[config.mk]
export PLATFORM = sky130hd
export DESIGN_NAME = mem_arbiter
export DESIGN_NICKNAME = d
export VERILOG_FILES = /design/src/rtl/core_pkg.sv /design/src/rtl/rr_arb2.sv /design/src/rtl/mem_arbiter.sv
export SDC_FILE = /design/constraint.sdc
export NUM_CORES = 1
export LEC_CHECK = 0
export CORE_AREA = 3 3 107 109
export DETAILED_ROUTE_END_ITERATION = 8
export DIE_AREA = 0 0 110 112
export RECOVER_POWER = 100
export SYNTH_ARGS = -nofsm -noshare
export SYNTH_HDL_FRONTEND = slang
export SYNTH_HIERARCHICAL = 1
export SYNTH_SLANG_ARGS = --single-unit
[constraint.sdc]
create_clock -name clk_i -period 2.7 [get_ports clk_i]
set_clock_uncertainty 0.05 [all_clocks]
set_input_delay 0.27 -clock clk_i [delete_from_list [all_inputs] [get_ports clk_i]]
set_output_delay 0.27 -clock clk_i [all_outputs]
set_load 0.1 [all_outputs]
[src/rtl/core_pkg.sv]
`default_nettype none
// ---------------------------------------------------------------------------
// core_pkg: shared types and constants for the memory arbiter.  Rev 1.0
// ---------------------------------------------------------------------------
package core_pkg;

   typedef enum logic [1:0] {
      ArbIdle  = 2'd0,
      ArbIssue = 2'd1,
      ArbResp  = 2'd2
   } arb_state_e;

   localparam logic PortFetch = 1'b0;
   localparam logic PortData  = 1'b1;

   function automatic logic [1:0] port_onehot(input logic port);
      return port ? 2'b10 : 2'b01;
   endfunction

endpackage
`default_nettype wire

[src/rtl/rr_arb2.sv]
`default_nettype none
// ---------------------------------------------------------------------------
// rr_arb2: combinational two-way winner select, round-robin or data-priority.
// Rev 1.0
// ---------------------------------------------------------------------------
module rr_arb2
   import core_pkg::*;
#(
   parameter int unsigned DataPrio = 1
) (
   input  logic [1:0] req_i,
   input  logic       last_i,
   output logic       winner_o
);

   always_comb begin
      winner_o = PortFetch;
      case (req_i)
         2'b01:   winner_o = PortFetch;
         2'b10:   winner_o = PortData;
         // Tie: fixed data priority, or the port that was not served last.
         2'b11:   winner_o = (DataPrio != 0) ? PortData : ~last_i;
         default: winner_o = PortFetch;
      endcase
   end

endmodule
`default_nettype wire

[src/rtl/mem_arbiter.sv]
`default_nettype none
// ---------------------------------------------------------------------------
// mem_arbiter: shares one memory port between fetch (0) and load/store (1),
// one outstanding transaction at a time.  Rev 1.0
// ---------------------------------------------------------------------------
module mem_arbiter
   import core_pkg::*;
#(
   parameter int unsigned DataPrio = 1,
   parameter int unsigned Xlen     = 32
) (
   input  logic                       clk_i,
   input  logic                       rst_ni,
   input  logic [1:0]                 req_valid_i,
   output logic [1:0]                 req_ready_o,
   input  logic [1:0][Xlen-1:0]       req_addr_i,
   input  logic [1:0][Xlen-1:0]       req_wdata_i,
   input  logic [1:0][Xlen/8-1:0]     req_wmask_i,
   output logic [Xlen-1:0]            req_rdata_o,
   output logic [1:0]                 req_rvalid_o,
   output logic                       mem_valid_o,
   input  logic                       mem_ready_i,
   output logic [Xlen-1:0]            mem_addr_o,
   output logic [Xlen-1:0]            mem_wdata_o,
   output logic [Xlen/8-1:0]          mem_wmask_o,
   input  logic [Xlen-1:0]            mem_rdata_i,
   input  logic                       mem_rvalid_i,
   output logic                       spurious_o
);

   arb_state_e state_q, state_d;
   logic       grant_q, grant_d;
   logic       last_q,  last_d;
   logic       winner;
   logic       in_issue;
   logic       in_resp;

   rr_arb2 #(
      .DataPrio (DataPrio)
   ) u_rr_arb2 (
      .req_i    (req_valid_i),
      .last_i   (last_q),
      .winner_o (winner)
   );

   always_comb begin
      state_d = state_q;
      grant_d = grant_q;
      last_d  = last_q;
      case (state_q)
         ArbIdle: begin
            if (|req_valid_i) begin
               grant_d = winner;
               state_d = ArbIssue;
            end
         end
         ArbIssue: begin
            // A withdrawn request aborts before any memory access happens.
            if (!req_valid_i[grant_q]) begin
               state_d = ArbIdle;
            end else if (mem_ready_i) begin
               last_d  = grant_q;
               state_d = ArbResp;
            end
         end
         ArbResp: begin
            if (mem_rvalid_i) begin
               state_d = ArbIdle;
            end
         end
         default: state_d = ArbIdle;
      endcase
   end

   always_ff @(posedge clk_i or negedge rst_ni) begin
      if (!rst_ni) begin
         state_q <= ArbIdle;
         grant_q <= PortFetch;
         last_q  <= PortFetch;
      end else begin
         state_q <= state_d;
         grant_q <= grant_d;
         last_q  <= last_d;
      end
   end

   assign in_issue = (state_q == ArbIssue);
   assign in_resp  = (state_q == ArbResp);

   assign mem_valid_o  = in_issue & req_valid_i[grant_q];
   assign mem_addr_o   = req_addr_i[grant_q];
   assign mem_wdata_o  = req_wdata_i[grant_q];
   assign mem_wmask_o  = req_wmask_i[grant_q];

   assign req_ready_o  = (in_issue && mem_ready_i) ? port_onehot(grant_q) : 2'b00;
   assign req_rvalid_o = (in_resp && mem_rvalid_i) ? port_onehot(grant_q) : 2'b00;
   assign req_rdata_o  = mem_rdata_i;

   // Reset gating keeps the flag quiet while the memory is still draining.
   assign spurious_o   = rst_ni & mem_rvalid_i & ~in_resp;

endmodule
`default_nettype wire

==> impl_metrics.csv <==
group,metric,value,unit
outcome,status,"finished, final reports clean",
finish,nets,484,
setup_path,required,2.38,ns
global_routing,antenna_found_initial,0,
routing,avgRoutedWirePerCell,14.9,µm
routing,num_vias,1637,
clocking,cts_buffers,3,
clocking,clk_pin_slew,0.03,ns
floorplanning,die_w,110,µm
floorplanning,pin_count,280,
global_routing,grt_pass1_wl,8.89,mm
clocking,htree_num_levels,1,
floorplanning,coreArea,10700,µm²
global_routing,grt_pass1_vias,1619,
setup_path,critical_path.cell_chain,"clkbuf_2 -> mux2_4 -> buf_4",
placed_design,dpl_cell_area,3400,µm²
timing,period_share,0.844,
power_and_ir_drop,combPwrFrac,0.937,
routing,wl,6.67,mm
global_routing,grt_start_max_net_pins,41,
finish,fillers,1148,
timing,fmax,439,MHz
clocking,ctsHoldBuffers,0,
finish,drive_gt1_frac,0.437,
routing,post-route-drc-count,0,
clocking,clk_path_buf_depth,2,
global_routing,overflow,0,
setup_path,cp.arrival,1.96,ns
global_routing,grt_usage,0.0928,
placed_design,pre_cts_ws,0.845,ns
setup_path,crit_fanout,18,
yosys,syn_inst,130,
yosys,yosys_warnings,6,
timing,setup_viol,0,
placed_design,portBuffers,215,
clocking,post_cts_resize_count,0,
finish,multi_input_area,1090,µm²
yosys,netlist_area,1540,µm²
floorplanning,dieHeight,112,µm
placed_design,place.gp.congestion,0.772,
routing,vias_per_cell,3.65,
timing,slew_viol_final,0,
routing,dr.first_iter.drc_count,69,
floorplanning,die_area,12300,µm²
finish,register_area,78.8,µm²
power_and_ir_drop,seq_power_share,0.033,
power_and_ir_drop,p_leak,1.46,nW
setup_path,critical_path_class,"flop to output port",
setup_path,critPathCaptureType,"output port",
floorplanning,fp-row-count,38,
timing,whs,0.280,ns
power_and_ir_drop,internal-power,1.27,mW
setup_path,path_buf_inv,2,
power_and_ir_drop,power_density,1340,nW/µm²
setup_path,crit_family,"buffers and inverters",
clocking,cts_root_buffer,"clkbuf_8",
yosys,synth_nets,304,
yosys,syn_area_per_cell,11.9,µm²
timing,slew_headroom,0.219,
routing,drt_pass1_iterations,3,
setup_path,critPathLaunchType,"flop",
timing,rsz0062_at_grt,"no",
finish,fin_area,3290,µm²
clocking,cts_tree,"yes",
clocking,cts_setup_buffers,0,
power_and_ir_drop,power_frac_clock,0.030,
setup_path,worst_path_max_delay_cell,"dfrtp_4",
timing,worstMarginPinSlew,1.18,ns
power_and_ir_drop,switchingPower,3.12,mW
clocking,insertion_delay,0.21,ns
timing,layout_setup_ws,0.422,ns
placed_design,dpl.hpwl,5.98,mm
min_path,min_path_type,"primary input to async pin",
power_and_ir_drop,swShare,0.711,
flow_run,maxCapViolCount,0,
power_and_ir_drop,peakVddDrop,0.582,mV
clocking,clock_sinks,3,
routing,antenna_left,0,
timing,final.setup.tns,0,ns
finish,syn_to_final_growth,113,%
timing,hold_viol,0,
timing,fin_crit,2.28,ns
floorplanning,start_util,0.144,
setup_path,max_stage_delay,0.57,ns
finish,antennaDiodeCount,0,
-- final timing paths --
kind / from / cells after the start / slack (ns) / endpoint
min in group clk_i: mem_rdata_i[1] / 0 / 0.49 / req_rdata_o[1]
max in group asynchronous: rst_ni / 1 / 2.13 / grant_q
max reg2reg: grant_q / 3 / 1.39 / state_q[1]
max: grant_q / 3 / 0.42 / mem_wdata_o[13]
min reg2reg: state_q[1] / 1 / 0.56 / state_q[0]
min: rst_ni / 1 / 0.28 / state_q[1]
-- worst register-to-register path, delay by kind of cell (launching register included) --
| kind | cells | cell delay [ns] |
|---|---|---|
| AOI/OAI and AO/OA | 1 | 0.07 |
| DFF | 1 | 0.58 |
| muxes | 1 | 0.38 |
| and+or+nand+nor | 1 | 0.09 |
-- placed cells by master, fill, tap and decap left out, types with 3 or more instances in the layout --
master and instances:
clkbuf_8 3, mux2_1 4, clkbuf_2 39, clkdlybuf4s50_1 139, mux2_4 53, clkbuf_1 16, mux2_2 13, buf_4 17
buf_12 5
-- layout make-up --
type	count	area share
timing repair buffer	217	0.575
multi-input combinational	84	0.332
tap	140	0.0533
sequential	3	0.0240
clock buffer	4	0.0137
inverter	1	0.00114
-- per-stage QoR --
stage | power (mW) | std cells | util
after floorplan | 3.99 | 130 | -
after global placement | 4.46 | 445 | 0.318
final | 4.39 | 449 | 0.307
after global routing | 4.52 | 449 | 0.307
after detailed placement | 4.46 | 445 | 0.318
after CTS | 4.60 | 449 | 0.322
-- power groups by stage --
stage | Sequential, mW | Combinational [mW] | Clock (mW)
final | 0.146 | 4.11 | 0.129
after global routing | 0.156 | 4.23 | 0.137
after CTS | 0.148 | 4.32 | 0.133
after detailed placement | 0.149 | 4.31 | 0
after global placement | 0.147 | 4.31 | 0
after floorplan | 0.0793 | 3.91 | 0
-- routing by layer --
metal | track usage | vias to the layer above | part of all wire
li1 | - | 787 | -
met1 | 0.0955 | 718 | 0.33
met2 | 0.179 | 130 | 0.52
met3 | 0.0348 | 2 | 0.14
met4 | 0.00998 | 0 | 0.0025
met5 | 0 | - | 0
-- sequential cells by signal (all words and copies together), names as in the netlist --
| register | count |
|---|---|
| state_q | 2 |
| grant_q | 1 |
No activity file was read; power rests on OpenSTA's default activity.
